==> src/rtl/mul8s_err_pkg.sv <==
`default_nettype none
// ============================================================================
//  Module      : mul8s_err_pkg
//  Description : Shared widths, window state encoding and the saturating
//                adder used by the mul8s error meter.
//  Revision    : 1.0 - initial release
// ============================================================================
package mul8s_err_pkg;

    localparam int OP_W   = 8;          // operand width
    localparam int PROD_W = 16;         // exact / approximate product width
    localparam int ERR_W  = 17;         // signed error and |e| width
    localparam int SQ_W   = 2 * ERR_W;  // |e|*|e| width

    typedef enum logic [1:0] {
        IDLE = 2'd0,
        RUN  = 2'd1,
        DONE = 2'd2
    } err_state_e;

    // Add inc to acc and clamp the result to lim; both accumulators in the
    // meter are at most 64 bits wide, so a 65-bit internal sum is exact.
    function automatic logic [63:0] sat_add(input logic [63:0] acc,
                                            input logic [63:0] inc,
                                            input logic [63:0] lim);
        logic [64:0] s;
        s = {1'b0, acc} + {1'b0, inc};
        return (s > {1'b0, lim}) ? lim : s[63:0];
    endfunction

endpackage
`default_nettype wire

==> src/rtl/mul8s_err_calc.sv <==
`default_nettype none
// ============================================================================
//  Module      : mul8s_err_calc
//  Description : Error stage 1. Forms the exact signed product of the aligned
//                operands, the signed error against the approximate product
//                and its magnitude, all registered. With MUL8S_ERR_SQ_EN
//                defined it also registers |e|*|e|.
//  Revision    : 1.0 - initial release
// ============================================================================
module mul8s_err_calc
    import mul8s_err_pkg::*;
(
    input  logic              clk,
    input  logic              rst,        // asynchronous, active-low
    input  logic              i_flush,    // drop the sample being captured
    input  logic              i_valid,
    input  logic [OP_W-1:0]   i_a,
    input  logic [OP_W-1:0]   i_b,
    input  logic [PROD_W-1:0] i_o,
    output logic              o_valid,
    output logic [OP_W-1:0]   o_a,
    output logic [OP_W-1:0]   o_b,
    output logic [ERR_W-1:0]  o_abs
`ifdef MUL8S_ERR_SQ_EN
    ,
    output logic [SQ_W-1:0]   o_sq
`endif
);

    logic [PROD_W-1:0] w_a_ext;
    logic [PROD_W-1:0] w_b_ext;
    logic [PROD_W-1:0] w_p;
    logic [ERR_W-1:0]  w_e;
    logic [ERR_W-1:0]  w_abs;

    // Sign-extend to the product width so the 16-bit product is exact.
    assign w_a_ext = {{(PROD_W-OP_W){i_a[OP_W-1]}}, i_a};
    assign w_b_ext = {{(PROD_W-OP_W){i_b[OP_W-1]}}, i_b};
    assign w_p     = PROD_W'($signed(w_a_ext) * $signed(w_b_ext));
    assign w_e     = {i_o[PROD_W-1], i_o} - {w_p[PROD_W-1], w_p};
    assign w_abs   = w_e[ERR_W-1] ? (~w_e + ERR_W'(1)) : w_e;

    // Register the error terms; a flush only kills the valid flag.
    always_ff @(posedge clk or negedge rst) begin
        if (!rst) begin
            o_valid <= 1'b0;
            o_a     <= '0;
            o_b     <= '0;
            o_abs   <= '0;
        end else begin
            o_valid <= i_valid && !i_flush;
            o_a     <= i_a;
            o_b     <= i_b;
            o_abs   <= w_abs;
        end
    end

`ifdef MUL8S_ERR_SQ_EN
    // Registered squarer; e*e equals |e|*|e|, so the unsigned form suffices.
    always_ff @(posedge clk or negedge rst) begin
        if (!rst) begin
            o_sq <= '0;
        end else begin
            o_sq <= {{(SQ_W-ERR_W){1'b0}}, w_abs} * {{(SQ_W-ERR_W){1'b0}}, w_abs};
        end
    end
`endif

endmodule
`default_nettype wire

==> src/rtl/mul8s_err_meter.sv <==
`default_nettype none
// ============================================================================
//  Module      : mul8s_err_meter
//  Description : Windowed error statistics for the mul8s approximate
//                multiplier: operand alignment, stage-1 error calculation,
//                window FSM and saturating accumulators.
//                Optional macro MUL8S_ERR_SQ_EN adds the sum_sq output.
//  Revision    : 1.0 - initial release
// ============================================================================
module mul8s_err_meter
    import mul8s_err_pkg::*;
#(
    parameter int DUT_LAT = 1,   // multiplier latency, 0..4
    parameter int WIN_W   = 16,
    parameter int SUM_W   = 32   // >= 17, <= 32
) (
    input  logic                 clk,
    input  logic                 rst,       // asynchronous, active-low
    input  logic                 in_valid,
    input  logic [OP_W-1:0]      A,
    input  logic [OP_W-1:0]      B,
    input  logic [PROD_W-1:0]    O,
    input  logic                 start,
    input  logic                 clear,
    input  logic [WIN_W-1:0]     cfg_len,
    output logic                 busy,
    output logic                 done,
    output logic [WIN_W-1:0]     smp_cnt,
    output logic [WIN_W-1:0]     err_cnt,
    output logic [SUM_W-1:0]     sum_abs,
`ifdef MUL8S_ERR_SQ_EN
    output logic [2*SUM_W-1:0]   sum_sq,
`endif
    output logic                 sum_sat,
    output logic [ERR_W-1:0]     max_abs,
    output logic [OP_W-1:0]      worst_a,
    output logic [OP_W-1:0]      worst_b
);

    localparam logic [1:0] S_IDLE = IDLE;
    localparam logic [1:0] S_RUN  = RUN;
    localparam logic [1:0] S_DONE = DONE;

    logic              w_al_v;
    logic [OP_W-1:0]   w_al_a;
    logic [OP_W-1:0]   w_al_b;
    logic              w_s1_valid;
    logic [OP_W-1:0]   w_s1_a;
    logic [OP_W-1:0]   w_s1_b;
    logic [ERR_W-1:0]  w_s1_abs;
    logic              w_start_ok;
    logic              w_accept;
    logic              w_last;
    logic              w_abs_ovf;

    logic [1:0]        r_state;
    logic [WIN_W-1:0]  r_len;
    logic [WIN_W-1:0]  r_smp;
    logic [WIN_W-1:0]  r_err;
    logic [SUM_W-1:0]  r_sum_abs;
    logic              r_sum_sat;
    logic [ERR_W-1:0]  r_max;
    logic [OP_W-1:0]   r_worst_a;
    logic [OP_W-1:0]   r_worst_b;

    // Delay valid/A/B by DUT_LAT so they meet the matching O.
    generate
        if (DUT_LAT == 0) begin : g_align_none
            assign w_al_v = in_valid;
            assign w_al_a = A;
            assign w_al_b = B;
        end else begin : g_align_pipe
            logic            r_v [DUT_LAT];
            logic [OP_W-1:0] r_a [DUT_LAT];
            logic [OP_W-1:0] r_b [DUT_LAT];

            // Free-running shift register; never stalls.
            always_ff @(posedge clk or negedge rst) begin
                if (!rst) begin
                    for (int i = 0; i < DUT_LAT; i++) begin
                        r_v[i] <= 1'b0;
                        r_a[i] <= '0;
                        r_b[i] <= '0;
                    end
                end else begin
                    r_v[0] <= in_valid;
                    r_a[0] <= A;
                    r_b[0] <= B;
                    for (int i = 1; i < DUT_LAT; i++) begin
                        r_v[i] <= r_v[i-1];
                        r_a[i] <= r_a[i-1];
                        r_b[i] <= r_b[i-1];
                    end
                end
            end

            assign w_al_v = r_v[DUT_LAT-1];
            assign w_al_a = r_a[DUT_LAT-1];
            assign w_al_b = r_b[DUT_LAT-1];
        end
    endgenerate

    // A window opens from IDLE or DONE only, and never with a zero length.
    assign w_start_ok = start && (cfg_len != '0) && (r_state != S_RUN);
    assign w_accept   = w_s1_valid && (r_state == S_RUN) && (r_smp < r_len);
    assign w_last     = w_accept && ((r_smp + WIN_W'(1)) == r_len);
    assign w_abs_ovf  = ({1'b0, r_sum_abs} + (SUM_W+1)'(w_s1_abs)) >
                        (SUM_W+1)'({SUM_W{1'b1}});

`ifdef MUL8S_ERR_SQ_EN
    logic [SQ_W-1:0]    w_s1_sq;
    logic [2*SUM_W-1:0] r_sum_sq;
`endif

    // Opening a window flushes stage 1 so pre-window samples never count.
    mul8s_err_calc u_calc (
        .clk     (clk),
        .rst     (rst),
        .i_flush (w_start_ok),
        .i_valid (w_al_v),
        .i_a     (w_al_a),
        .i_b     (w_al_b),
        .i_o     (O),
        .o_valid (w_s1_valid),
        .o_a     (w_s1_a),
        .o_b     (w_s1_b),
        .o_abs   (w_s1_abs)
`ifdef MUL8S_ERR_SQ_EN
        ,
        .o_sq    (w_s1_sq)
`endif
    );

    // Window FSM: clear wins over start; the last commit ends the window.
    always_ff @(posedge clk or negedge rst) begin
        if (!rst) begin
            r_state <= S_IDLE;
            r_len   <= '0;
        end else if (clear) begin
            r_state <= S_IDLE;
        end else if (w_start_ok) begin
            r_state <= S_RUN;
            r_len   <= cfg_len;
        end else if (w_last) begin
            r_state <= S_DONE;
        end
    end

    // Stage 2: zero on clear/window open, otherwise fold in accepted samples.
    always_ff @(posedge clk or negedge rst) begin
        if (!rst) begin
            r_smp     <= '0;
            r_err     <= '0;
            r_sum_abs <= '0;
            r_sum_sat <= 1'b0;
            r_max     <= '0;
            r_worst_a <= '0;
            r_worst_b <= '0;
        end else if (clear || w_start_ok) begin
            r_smp     <= '0;
            r_err     <= '0;
            r_sum_abs <= '0;
            r_sum_sat <= 1'b0;
            r_max     <= '0;
            r_worst_a <= '0;
            r_worst_b <= '0;
        end else if (w_accept) begin
            r_smp     <= r_smp + WIN_W'(1);
            if (w_s1_abs != '0) begin
                r_err <= r_err + WIN_W'(1);
            end
            r_sum_abs <= SUM_W'(sat_add(64'(r_sum_abs), 64'(w_s1_abs),
                                        64'({SUM_W{1'b1}})));
            if (w_abs_ovf) begin
                r_sum_sat <= 1'b1;
            end
            // Strict compare: on a tie the earliest sample is kept.
            if (w_s1_abs > r_max) begin
                r_max     <= w_s1_abs;
                r_worst_a <= w_s1_a;
                r_worst_b <= w_s1_b;
            end
        end
    end

`ifdef MUL8S_ERR_SQ_EN
    // Saturating sum of squared errors, cleared alongside the other stats.
    always_ff @(posedge clk or negedge rst) begin
        if (!rst) begin
            r_sum_sq <= '0;
        end else if (clear || w_start_ok) begin
            r_sum_sq <= '0;
        end else if (w_accept) begin
            r_sum_sq <= (2*SUM_W)'(sat_add(64'(r_sum_sq), 64'(w_s1_sq),
                                           64'({(2*SUM_W){1'b1}})));
        end
    end

    assign sum_sq = r_sum_sq;
`endif

    assign busy    = (r_state == S_RUN);
    assign done    = (r_state == S_DONE);
    assign smp_cnt = r_smp;
    assign err_cnt = r_err;
    assign sum_abs = r_sum_abs;
    assign sum_sat = r_sum_sat;
    assign max_abs = r_max;
    assign worst_a = r_worst_a;
    assign worst_b = r_worst_b;

endmodule
`default_nettype wire
==> config.mk <==
export PLATFORM = sky130hd
export DESIGN_NAME = mul8s_err_meter
export DESIGN_NICKNAME = d
export VERILOG_FILES = /design/src/rtl/mul8s_err_pkg.sv /design/src/rtl/mul8s_err_calc.sv /design/src/rtl/mul8s_err_meter.sv
export SDC_FILE = /design/constraint.sdc
export NUM_CORES = 1
export LEC_CHECK = 0
export ABC_CLOCK_PERIOD_IN_PS = 5700
export BUFFER_PORTS_ARGS = -buffer_cell sky130_fd_sc_hd__buf_2
export CAP_MARGIN = 20
export CORE_AREA = 2 2 161 203
export DETAILED_ROUTE_END_ITERATION = 6
export DIE_AREA = 0 0 163 205
export PLACE_DENSITY = 0.61
export SLEW_MARGIN = 25
export SYNTH_ARGS = -nofsm -noshare
export SYNTH_HDL_FRONTEND = slang
export SYNTH_HIERARCHICAL = 1
export SYNTH_SLANG_ARGS = --single-unit
==> constraint.sdc <==
create_clock -name clk -period 5.7 [get_ports clk]
set_clock_uncertainty 0.05 [all_clocks]
set_input_delay 0.855 -clock clk [delete_from_list [all_inputs] [get_ports clk]]
set_output_delay 0.855 -clock clk [all_outputs]
set_load 0.01 [all_outputs]
==> impl_metrics.py <==
metrics = {
    "global_route": {
        "grt_pass1_wl_mm": 52.1,
        "grt-ovfl-total": 0,
        "grt_max_degree": 168,
        "grt_pass1_vias": 10177,
        "grt_antenna_before_repair": 0,
        "grt_use_total_pct": 19.8,
    },
    "synthesis": {
        "synth_common_cells": "inv_1 (169), dfrtp_1 (167), nand2_1 (111)",
        "netlist_area_mm2": 0.0125,
        "syn_inst": 1355,
        "synth_warnings": 6,
        "ys.flop_type": "dfrtp_1",
        "synth-simple-area-share_pct": 18.4,
        "synth.distinct_cells": 75,
        "synthMostInstantiatedCell": "inv_1",
        "synth_compound_area_share_pct": 13.5,
        "synth_xor_xnor_area_share_pct": 6.44,
        "synth_top_family_by_area": "adder cells",
        "synthAdderAreaFrac_pct": 19.8,
        "synth_top_cell_by_area": "dfrtp_1",
        "ys_seq_area_share_pct": 33.5,
        "syn_nets": 1565,
        "synthArstFlopShare_pct": 100,
        "synth-edff-count": 0,
        "synth_area_leaders": "dfrtp_1 (34%), fa_1 (11%), ha_1 (9.1%)",
        "synthMuxAreaShare_pct": 1.30,
        "ys_ff_latch": 167,
        "netlist.area_leader.share_pct": 33.5,
        "synth_area_per_cell_um2": 9.19,
    },
    "cts": {
        "cts_hold_buf": 0,
        "path_clk_slew_ns": 0.07,
        "tritoncts": "done",
        "clock-root-buffer": "clkbuf_16",
        "cts.path.max_buffers": 2,
        "h-tree-depth": 4,
        "cts_made_buffers": 17,
        "clkSinkCount": 167,
        "clock_latency_ns": 0.46,
    },
    "power": {
        "power_leakage_nw": 6.91,
        "p_total_mw": 8.37,
        "power_density_mw_per_mm2": 573,
        "vdd.ir_drop.worst_mv": 0.790,
    },
    "worst_setup_path": {
        "endpoint_kind": "register",
        "r2r_start": "g_align_pipe.r_b[2]$_DFF_PN0_",
        "max_stage_delay_ns": 0.51,
        "critPathMaxFanout": 8,
        "cpMostUsedCell": "fa_1",
        "cp_data_arrival_time_ns": 5.91,
        "path_buf_inv": 6,
        "critPathTopFamily": "adder cells",
        "critPathKind": "register to register",
        "path_cells": "and2_4 -> fa_1 -> inv_1 -> fa_1 -> fa_1 -> fa_1 -> inv_1 -> fa_1 -> inv_1 -> ha_1 -> a21oi_1 -> o21ai_1 -> or3_4 -> o211a_1 -> buf_4 -> o31ai_4 -> nor3_4 -> buf_4 -> clkbuf_16 -> a21oi_1 -> xor2_1",
        "cp-startpoint": "g_align_pipe.r_b[2]$_DFF_PN0_",
        "crit_slowest_cell": "fa_1",
        "worst-endpoint-required_ns": 6.03,
        "start_kind": "register",
    },
    "timing": {
        "drv_slew": 0,
        "worstMarginPinSlew_ns": 1.02,
        "slew_headroom_pct": 31.8,
        "fmax_mhz": 179,
        "tns_ns": 0,
        "finalHoldViolCount": 0,
        "fin_crit_ns": 5.58,
        "setup_viol": 0,
        "min_period_over_period_pct": 97.8,
    },
    "placed_design": {
        "post-dp-hpwl_mm": 24.9,
        "port_buffers": 152,
        "gp_congestion": 0.877,
    },
    "floorplan": {
        "pin_count": 153,
        "start_util_pct": 39.5,
        "core_area_mm2": 0.0315,
        "row_count": 73,
        "dieWidth_um": 163,
        "dieArea_mm2": 0.0334,
        "fp.dieH_um": 205,
    },
    "run_status": {
        "status": "finished clean",
    },
    "routing": {
        "ant_nets": 0,
        "viasPerCell": 5.28,
        "drt_iter0_markers": 593,
        "drt_wl_total_mm": 32.5,
        "drc_errors": 0,
        "vias": 10240,
        "wl_per_cell_um": 16.8,
        "drtPass1Iterations": 5,
    },
    "hold_path": {
        "min_path_type": "input pin to async pin",
    },
    "finish": {
        "syn_to_final_growth_pct": 17.4,
        "nNetsFinal": 1724,
        "diodes": 0,
        "drive_gt1_share_pct": 18.6,
    },
    "job": {
        "drv_cap": 0,
    },
}
-- per-stage QoR --
step	setup slack, ns	utilization, %	cell area (um^2)	hold slack (ns)	std cells
6_report	0.124	46.4	14600	0.395	1939
3_5_place_dp	-0.0263	43.7	13800	0.410	1894
5_1_grt	-0.0359	46.4	14600	0.435	1939
4_1_cts	0.00190	45.6	14400	0.428	1927
2_1_floorplan	0.0281	-	12500	0.305	1355
3_3_place_gp	0.0385	43.7	13800	0.404	1894
-- routing by layer --
layer,track usage [%],up-vias,share of wire (%)
li1,-,4967,-
met1,24.2,5035,42
met2,35.1,196,51
met3,2.92,42,3.4
met4,7.52,0,2.7
met5,0,-,0
-- power by group --
part / switching (mW) / internal, mW / total, mW
registers: 0.131 / 1.38 / 1.51
logic: 3.01 / 2.66 / 5.67
clock network: 0.535 / 0.657 / 1.19
total: 3.68 / 4.70 / 8.37
-- cell type report --
cell class	count	area, um^2
inverter	169	634
tap	412	515
multi-input combinational	965	7560
clock inverter	14	163
clock buffer	18	429
sequential	167	4190
timing repair buffer	194	1140
fill	3096	16900
-- worst paths after layout --
kind | endpoint | slack (ns) | cells past startpoint
setup / recovery | u_calc/o_abs[12]$_DFF_PN0_ | 0.12 | 21
hold / removal | r_len[7]$_DFFE_PN0P_ | 0.39 | 2
setup reg to reg | u_calc/o_abs[12]$_DFF_PN0_ | 0.12 | 21
hold reg to reg | worst_a[0]$_DFFE_PN0P_ | 0.43 | 2
max in group asynchronous | g_align_pipe.r_b[2]$_DFF_PN0_ | 4.29 | 2
min in group clk | worst_a[0]$_DFFE_PN0P_ | 0.43 | 2
-- registers in the layout (all words and copies together), names as in the netlist, 16 cells and up --
signal,count
max_abs,17
smp_cnt,16
u_calc/o_abs,17
r_len,16
err_cnt,16
sum_abs,32
-- logic make-up (layout without fill, tap and decap cells) --
family,after synthesis,in the layout
simple gates,442,442
flops,167,167
buf+inv,223,395
fa+ha+maj,158,158
mux,15,15
compound gates,260,260
xor+xnor,90,90
-- placed cells by master, fill, tap and decap left out, types with 10 or more instances in the layout --
cell	netlist	final
inv_1	169	166
dfrtp_1	167	159
buf_2	12	151
nand2_1	111	108
ha_1	91	87
o21ai_0	76	75
nand3_1	69	69
nor2_1	66	65
fa_1	66	63
a21oi_1	60	60
xnor2_1	58	58
and2_1	38	36
buf_4	2	36
xor2_1	31	31
o31ai_1	29	29
nand4_1	26	26
nor3_1	24	22
clkbuf_16	0	18
nor2b_1	17	17
a31oi_1	18	17
and3_1	16	16
nor4_1	15	15
a21o_1	12	12
or4_1	10	10
-- what timing repair did --
| item | CTS | global route |
|---|---|---|
| pin swaps | 3 | 26 |
| cloned | 0 | 1 |
| gates resized for setup | 4 | 36 |
| buffers inserted | 1 | 11 |
| setup endpoints to repair | 3 | 16 |
Note: power is estimated with default switching activity, not from simulation.
